<file path="src/rtl/vr_log_mem_ctrl.sv">
// Log-memory responder: zero-initialised single-port log RAM, in-place writes with
// priority over reads, reads returned in order through a 3-entry response FIFO.
module vr_log_mem_ctrl #(
    parameter int LOG_IDX_W = 6,
    parameter int ENTRY_W   = 64
) (
    input  logic                 clk,
    input  logic                 rst,
    input  logic                 commit_log_mem_rd_req_val,
    input  logic [LOG_IDX_W-1:0] commit_log_mem_rd_req_addr,
    output logic                 log_mem_commit_rd_req_rdy,
    output logic                 log_mem_commit_rd_resp_val,
    output logic [ENTRY_W-1:0]   log_mem_commit_rd_resp_data,
    input  logic                 commit_log_mem_rd_resp_rdy,
    input  logic                 commit_log_mem_wr_val,
    input  logic [LOG_IDX_W-1:0] commit_log_mem_wr_addr,
    input  logic [ENTRY_W-1:0]   commit_log_mem_wr_data,
    output logic                 log_mem_commit_wr_rdy,
    output logic                 log_mem_init_done
);

    // state    | meaning
    // ST_INIT  | init_ptr sweeps the RAM writing zero; all rdy outputs low
    // ST_RUN   | serving reads and writes; terminal until rst
    localparam logic [0:0] ST_INIT = 1'b0;
    localparam logic [0:0] ST_RUN  = 1'b1;
    localparam int DEPTH = 1 << LOG_IDX_W;

    logic [0:0]           state_q, state_d;
    logic [LOG_IDX_W-1:0] init_ptr_q, init_ptr_d;
    logic [1:0]           occ_q, occ_d;
    logic                 push_q;
    logic [ENTRY_W-1:0]   rd_data_q;
    logic [ENTRY_W-1:0]   fifo_q [3];
    logic [1:0]           wr_ptr_q, rd_ptr_q, cnt_q;
    logic [ENTRY_W-1:0]   mem [DEPTH];

    logic                 run, wr_fire, rd_fire, pop, mem_we;
    logic [LOG_IDX_W-1:0] mem_waddr;
    logic [ENTRY_W-1:0]   mem_wdata;

    assign run     = (state_q == ST_RUN);
    assign wr_fire = commit_log_mem_wr_val & run;
    // Write priority keys off wr_val so a write always wins the single RAM port.
    assign log_mem_commit_rd_req_rdy  = run & ~commit_log_mem_wr_val & (occ_q < 2'd3);
    assign log_mem_commit_wr_rdy      = run;
    assign log_mem_init_done          = run;
    assign rd_fire = commit_log_mem_rd_req_val & log_mem_commit_rd_req_rdy;
    assign log_mem_commit_rd_resp_val  = (cnt_q != 2'd0);
    assign log_mem_commit_rd_resp_data = fifo_q[rd_ptr_q];
    assign pop = log_mem_commit_rd_resp_val & commit_log_mem_rd_resp_rdy;

    assign mem_we    = ~rst & (~run | wr_fire);
    assign mem_waddr = run ? commit_log_mem_wr_addr : init_ptr_q;
    assign mem_wdata = run ? commit_log_mem_wr_data : '0;

    always_ff @(posedge clk) begin
        if (mem_we) begin
            mem[mem_waddr] <= mem_wdata;
        end else if (rd_fire) begin
            rd_data_q <= mem[commit_log_mem_rd_req_addr];
        end
    end

    always_comb begin
        state_d    = state_q;
        init_ptr_d = init_ptr_q;
        if (state_q == ST_INIT) begin
            init_ptr_d = init_ptr_q + 1'b1;
            if (init_ptr_q == {LOG_IDX_W{1'b1}}) begin
                state_d = ST_RUN;
            end
        end
        occ_d = occ_q + {1'b0, rd_fire} - {1'b0, pop};
    end

    always_ff @(posedge clk) begin
        if (rst) begin
            state_q    <= ST_INIT;
            init_ptr_q <= '0;
            occ_q      <= 2'd0;
        end else begin
            state_q    <= state_d;
            init_ptr_q <= init_ptr_d;
            occ_q      <= occ_d;
        end
    end

    // push_q marks rd_data_q as holding a freshly fetched entry for the FIFO.
    always_ff @(posedge clk) begin
        if (rst) begin
            push_q   <= 1'b0;
            wr_ptr_q <= 2'd0;
            rd_ptr_q <= 2'd0;
            cnt_q    <= 2'd0;
            for (int i = 0; i < 3; i++) begin
                fifo_q[i] <= '0;
            end
        end else begin
            push_q <= rd_fire;
            if (push_q) begin
                fifo_q[wr_ptr_q] <= rd_data_q;
                wr_ptr_q         <= (wr_ptr_q == 2'd2) ? 2'd0 : wr_ptr_q + 2'd1;
            end
            if (pop) begin
                rd_ptr_q <= (rd_ptr_q == 2'd2) ? 2'd0 : rd_ptr_q + 2'd1;
            end
            cnt_q <= cnt_q + {1'b0, push_q} - {1'b0, pop};
        end
    end

endmodule

</file>
<file path="config.mk">
export PLATFORM = sky130hd
export DESIGN_NAME = vr_log_mem_ctrl
export DESIGN_NICKNAME = d
export VERILOG_FILES = /design/src/rtl/vr_log_mem_ctrl.sv
export SDC_FILE = /design/constraint.sdc
export NUM_CORES = 2
export LEC_CHECK = 0
export CAP_MARGIN = 20
export CORE_AREA = 2 2 584 586
export CTS_CLUSTER_SIZE = 25
export DETAILED_ROUTE_END_ITERATION = 16
export DIE_AREA = 0 0 586 588
export HOLD_SLACK_MARGIN = 0.02
export PLACE_DENSITY = 0.64
export SYNTH_ARGS = -nofsm -noshare
export SYNTH_HDL_FRONTEND = slang
export SYNTH_MEMORY_MAX_BITS = 65536
export SYNTH_SLANG_ARGS = --single-unit
</file>
<file path="constraint.sdc">
create_clock -name clk -period 7.6 [get_ports clk]
set_clock_uncertainty 0.2 [all_clocks]
set_input_delay 1.9 -clock clk [delete_from_list [all_inputs] [get_ports clk]]
set_output_delay 1.9 -clock clk [all_outputs]
set_load 0.02 [all_outputs]
</file>
# Word level (Yosys, flattened, before mapping)
# Memory sizes are Yosys's and may differ from the RTL's. A register that Yosys moved wholly into a read port is not among the register bits.
# Index checks and enable logic that the tools add are counted.
# W data, S select, Z words.
[totals]
register_bits = 16
ram_bits = 4288
input_bits = 81
wordCells = 52
mem_count = 2
[classes]
n_addsub = 7
magnitude_cmp = 1
eq_ne = 3
mux = 18
bitwise = 11
n_reduce_logical = 3
[mem_list]
columns = ["name", "depth", "word_bits", "read_ports", "rd_ports_with_merged_regs", "write_ports", "line_no", "rtl"]
rows = [
  ["mem", 64, 64, 1, 1, 1, "36", "logic [ENTRY_W-1:0] mem [DEPTH];"],
  ["fifo_q", 3, 64, 1, 1, 3, "34", "logic [ENTRY_W-1:0] fifo_q [3];"],
]
[op_table]
columns = ["op", "count"]
rows = [
  ["$mux W64", 2],
  ["$reduce_or A64 Y1", 1],
  ["$mux W1", 10],
  ["$mux W2", 5],
  ["$add A6 B1 Y6 const B", 1],
  ["$and A1 B1 Y1", 6],
  ["$eq A6 B6 Y1 const B", 1],
  ["$mux W6", 1],
  ["$add A2 B1 Y2", 2],
  ["$add A2 B1 Y2 const B", 2],
  ["$eq A2 B2 Y1 const B", 2],
  ["$not A1 Y1", 4],
  ["$sub A2 B1 Y2", 2],
  ["$lt A2 B2 Y1 const B", 1],
  ["$reduce_and A2 Y1", 1],
  ["$reduce_bool A2 Y1", 1],
  ["$or A1 B1 Y1", 1],
]

# Depth between registers and ports, before layout
[logic_depth]
depth_word = 6
ltp_mapped = 10

# Least setup slack after synthesis
# Ideal clock, no wire load.
[synth_path]
path_type = "in2reg"
startpoint = "in commit_log_mem_wr_addr[4]"
endpoint = "mem mem[40][0] (enable)"
setup_time_ns = 0.487
arrival_time_ns = 5.438
slack_ns = 1.476
stages = 4
cell_sequence = "nand3b_1 a2111oi_0 nand3_1 nor2_1"
[synth_between]
elab_chain_cells = 1
[synth_rtl]
columns = ["item", "line_no", "rtl"]
rows = [
  ["start: declaration", "16", "input logic [LOG_IDX_W-1:0] commit_log_mem_wr_addr,"],
  ["$mux W6", "54", "assign mem_waddr = run ? commit_log_mem_wr_addr : init_ptr_q;"],
  ["end: declaration", "36", ""],
]
# Every way passes these cells.

# Final worst setup path
[layout_path]
startpoint = "in commit_log_mem_wr_val"
endpoint = "out log_mem_commit_rd_req_rdy"
[layout_between]
elab_chain_cells = 3
[layout_rtl]
columns = ["item", "line_no", "rtl"]
rows = [
  ["start: declaration", "15", "input logic commit_log_mem_wr_val,"],
  ["$not A1 Y1", "45", "assign log_mem_commit_rd_req_rdy = run & ~commit_log_mem_wr_val & (occ_q < 2'd3);"],
  ["$and A1 B1 Y1 (2 in a row)", "45", ""],
  ["end: declaration", "11", "output logic log_mem_commit_rd_req_rdy,"],
]
# Every way passes these cells.

==> impl_metrics.env <==
export IMPL_status="completed"
export IMPL_clkSinkCount=4434
export IMPL_power_density_nw_per_um2=262
export IMPL_viasPerCell=6.57
export IMPL_synthTopCellsByArea="edfxtp_1 79%, mux4_2 15%, a22oi_1 1.1%, and2_1 0.73%, buf_2 0.49%"
export IMPL_vias=83383
export IMPL_synth_simple_area_share_pct=1.96
export IMPL_grt_pass1_wl_um=655000
export IMPL_slew_headroom_pct=17.4
export IMPL_pre_cts_ws_ns=1.52
export IMPL_tightest_slew_ns=1.24
export IMPL_synth_top_family_by_area="multiplexers"
export IMPL_power_frac_clock_pct=43.7
export IMPL_power_internal_mw=40.2
export IMPL_worstPathRequired_ns=5.50
export IMPL_wl_per_cell_um=37.6
export IMPL_fin_crit_sh_pct=76.5
export IMPL_p_seq_share_pct=52.6
export IMPL_p_leak_nw=63.2
export IMPL_p_sw_mw=10.4
export IMPL_core_area_um2=338000
export IMPL_fillers=24266
export IMPL_fin_crit_ns=5.81
export IMPL_cp_max_fo=3
export IMPL_slew_violations=0
export IMPL_antenna_left=0
export IMPL_stdcell_area_um2=193000
export IMPL_layout_setup_ws_ns=1.79
export IMPL_final_common_cell="edfxtp_1"
export IMPL_fp_dieH_um=588
export IMPL_comb_power_share_pct=3.7
export IMPL_worstPathArrival_ns=3.71
export IMPL_rows=214
export IMPL_synthMuxAreaShare_pct=15.0
export IMPL_crit_type="input port to primary output"
export IMPL_cts_buffers=437
export IMPL_finalNetCount=7815
export IMPL_area_growth_synth_to_final_pct=14.8
export IMPL_slowest_stage="clkdlybuf4s50_1"
export IMPL_yosysWarnings=0
export IMPL_rsz0062_at_grt="false"
export IMPL_htree_levels=5
export IMPL_dp_hpwl_um=264000
export IMPL_start_kind="input port"
export IMPL_synth_top_cell_area_share_pct=78.8
export IMPL_slowest_delay_ns=0.69
export IMPL_yosysTopAreaCell="edfxtp_1"
export IMPL_most_common_layout_cells="4416 x edfxtp_1, 1088 x mux4_2, 440 x clkbuf_16"
export IMPL_tns_ns=0
export IMPL_start_util_pct=49.7
export IMPL_insertion_delay_ns=1.00
export IMPL_grtUsageTotal_pct=27.5
export IMPL_synth_seq_area_share_pct=79.0
export IMPL_clkTransAtPathRegs_ns=0.06
export IMPL_crit_buf_inv=2
export IMPL_cts_setup_buffers=0
export IMPL_ys_types=45
export IMPL_synthAdderAreaFrac_pct=0.0297
export IMPL_avgSynthCellArea_um2=23.2
export IMPL_die_w_um=586
export IMPL_firstDrtPassIters=8
export IMPL_drt_iter0_drc=13339
export IMPL_setup_viol=0
export IMPL_tritoncts="done"
export IMPL_synth_compound_area_share_pct=2.72
export IMPL_max_freq_mhz=172
export IMPL_ys_seq_elements=4434
export IMPL_wirelength_um=477000
export IMPL_end_kind="primary output"
export IMPL_overflow=0
export IMPL_ctsResizeCount=0
export IMPL_postCtsHoldBufs=0
export IMPL_synth_xor_area_share_pct=0.0260
export IMPL_cts_buffer_depth=4
export IMPL_path_delay_family="buffers and inverters"
export IMPL_numPortBuffers=148
export IMPL_crit_chain="clkdlybuf4s50_1, nor2b_1, a21boi_0, clkdlybuf4s50_1"
export IMPL_syn_num_nets=7334
export IMPL_place_area_um2=177000
export IMPL_syn_inst=7249
export IMPL_antenna_found_initial=34
export IMPL_path_common_cell="clkdlybuf4s50_1"
export IMPL_cts_root_buffer="clkbuf_16"
export IMPL_synth_edf_count=4416
export IMPL_drive_gt1_share_pct=27.2
export IMPL_syn_area_um2=168000
export IMPL_dieArea_um2=345000
export IMPL_hp_class="flip-flop to flip-flop"
export IMPL_switching_share_pct=20.6
export IMPL_ios=149
export IMPL_remaining_drc_errors=0
export IMPL_synthArstFlopShare_pct=0
export IMPL_max_cap_viol_count=0
export IMPL_peakVddDrop_uv=200
export IMPL_grt_pass1_vias=81726
export IMPL_gp_congestion=0.811
export IMPL_grt_max_degree=118
export IMPL_final_hold_viol_count=0
export IMPL_synth_flop_cell="edfxtp_1"
## Yosys cell counts (4+ instances only)
cell      number
mux4_2      1088
o22ai_1      116
clkbuf_1     180
o221ai_1      76
o21ai_0        6
or2_2          8
a22oi_1      257
nand2b_1      10
nor2b_1       11
or3_1          4
inv_1          6
edfxtp_1    4416
buf_1         25
ha_1           4
nor2_1       149
nand3b_1      17
and3_1        65
nand3_1      122
buf_2        166
buf_4         32
mux2i_1       68
o211a_1       64
nand2_1       29
a21oi_1       19
buf_6         21
a211oi_1      51
and2_1       195
dfxtp_1       18
## flip-flops by register name (all words and copies together), names as in the netlist, 2 cells and up, named ones only
register / flops
init_ptr_q: 6
rd_ptr_q: 2
fifo_q: 256
occ_q: 2
rd_data_q: 64
cnt_q: 2
wr_ptr_q: 2
mem: 4096
## area by class of cell
type                       count  area (µm²)  area share, %
sequential                  4434      133000           68.9
multi-input combinational   2385       33900           17.5
clock buffer                 514       11300           5.86
timing repair buffer         466        5810           3.01
tap                         4536        5680           2.94
clock inverter               296        3350           1.73
antenna                       53         133         0.0687
inverter                       6        25.0         0.0130
## through the flow
stage	cells	total power [mW]	hold WS, ns	util (%)
6_report	12690	50.7	0.303	57.1
5_1_grt	12684	51.9	0.326	57.1
4_1_cts	12592	50.8	0.295	56.8
3_5_place_dp	11782	29.0	0.282	52.4
3_3_place_gp	11770	29.0	0.271	52.4
2_1_floorplan	7249	28.3	0.247	-
## power by group through the flow
stage	logic (mW)	registers [mW]	clock network [mW]
6_report	1.86	26.6	22.2
5_1_grt	1.94	26.6	23.3
4_1_cts	1.87	26.6	22.3
3_5_place_dp	1.86	27.2	0
3_3_place_gp	1.85	27.2	0
2_1_floorplan	1.17	27.2	0
## layer usage
layer	global-route usage (%)	wire length (µm)	vias up
met5	0	14	-
met4	7.87	15500	2
met3	7.17	60600	730
met2	42.2	223000	5408
met1	39.4	178000	45049
li1	-	-	32194
## cell families (layout without fill, tap and decap cells)
logic type | Yosys count | in the layout
AOI/OAI and AO/OA | 601 | 601
xor gates and xnor gates | 5 | 5
adders and majority gates | 4 | 4
buffers and inverters | 430 | 1282
DFF | 4434 | 4434
muxes | 1158 | 1158
other | 0 | 53
and+or+nand+nor | 617 | 617
## path summary, 6_finish.rpt
check / endpoint / startpoint / slack (ns) / cells past startpoint
min: fifo_q[3][54]$_DFFE_PP_ / rd_data_q[54]$_DFFE_PP_ / 0.30 / 0
min reg2reg: fifo_q[3][54]$_DFFE_PP_ / rd_data_q[54]$_DFFE_PP_ / 0.30 / 0
max: log_mem_commit_rd_req_rdy / commit_log_mem_wr_val / 1.79 / 4
max reg2reg: mem[1][24]$_DFFE_PP_ / log_mem_commit_wr_rdy$_SDFF_PP0_ / 2.24 / 6
Power figures use the tool's default switching activity.
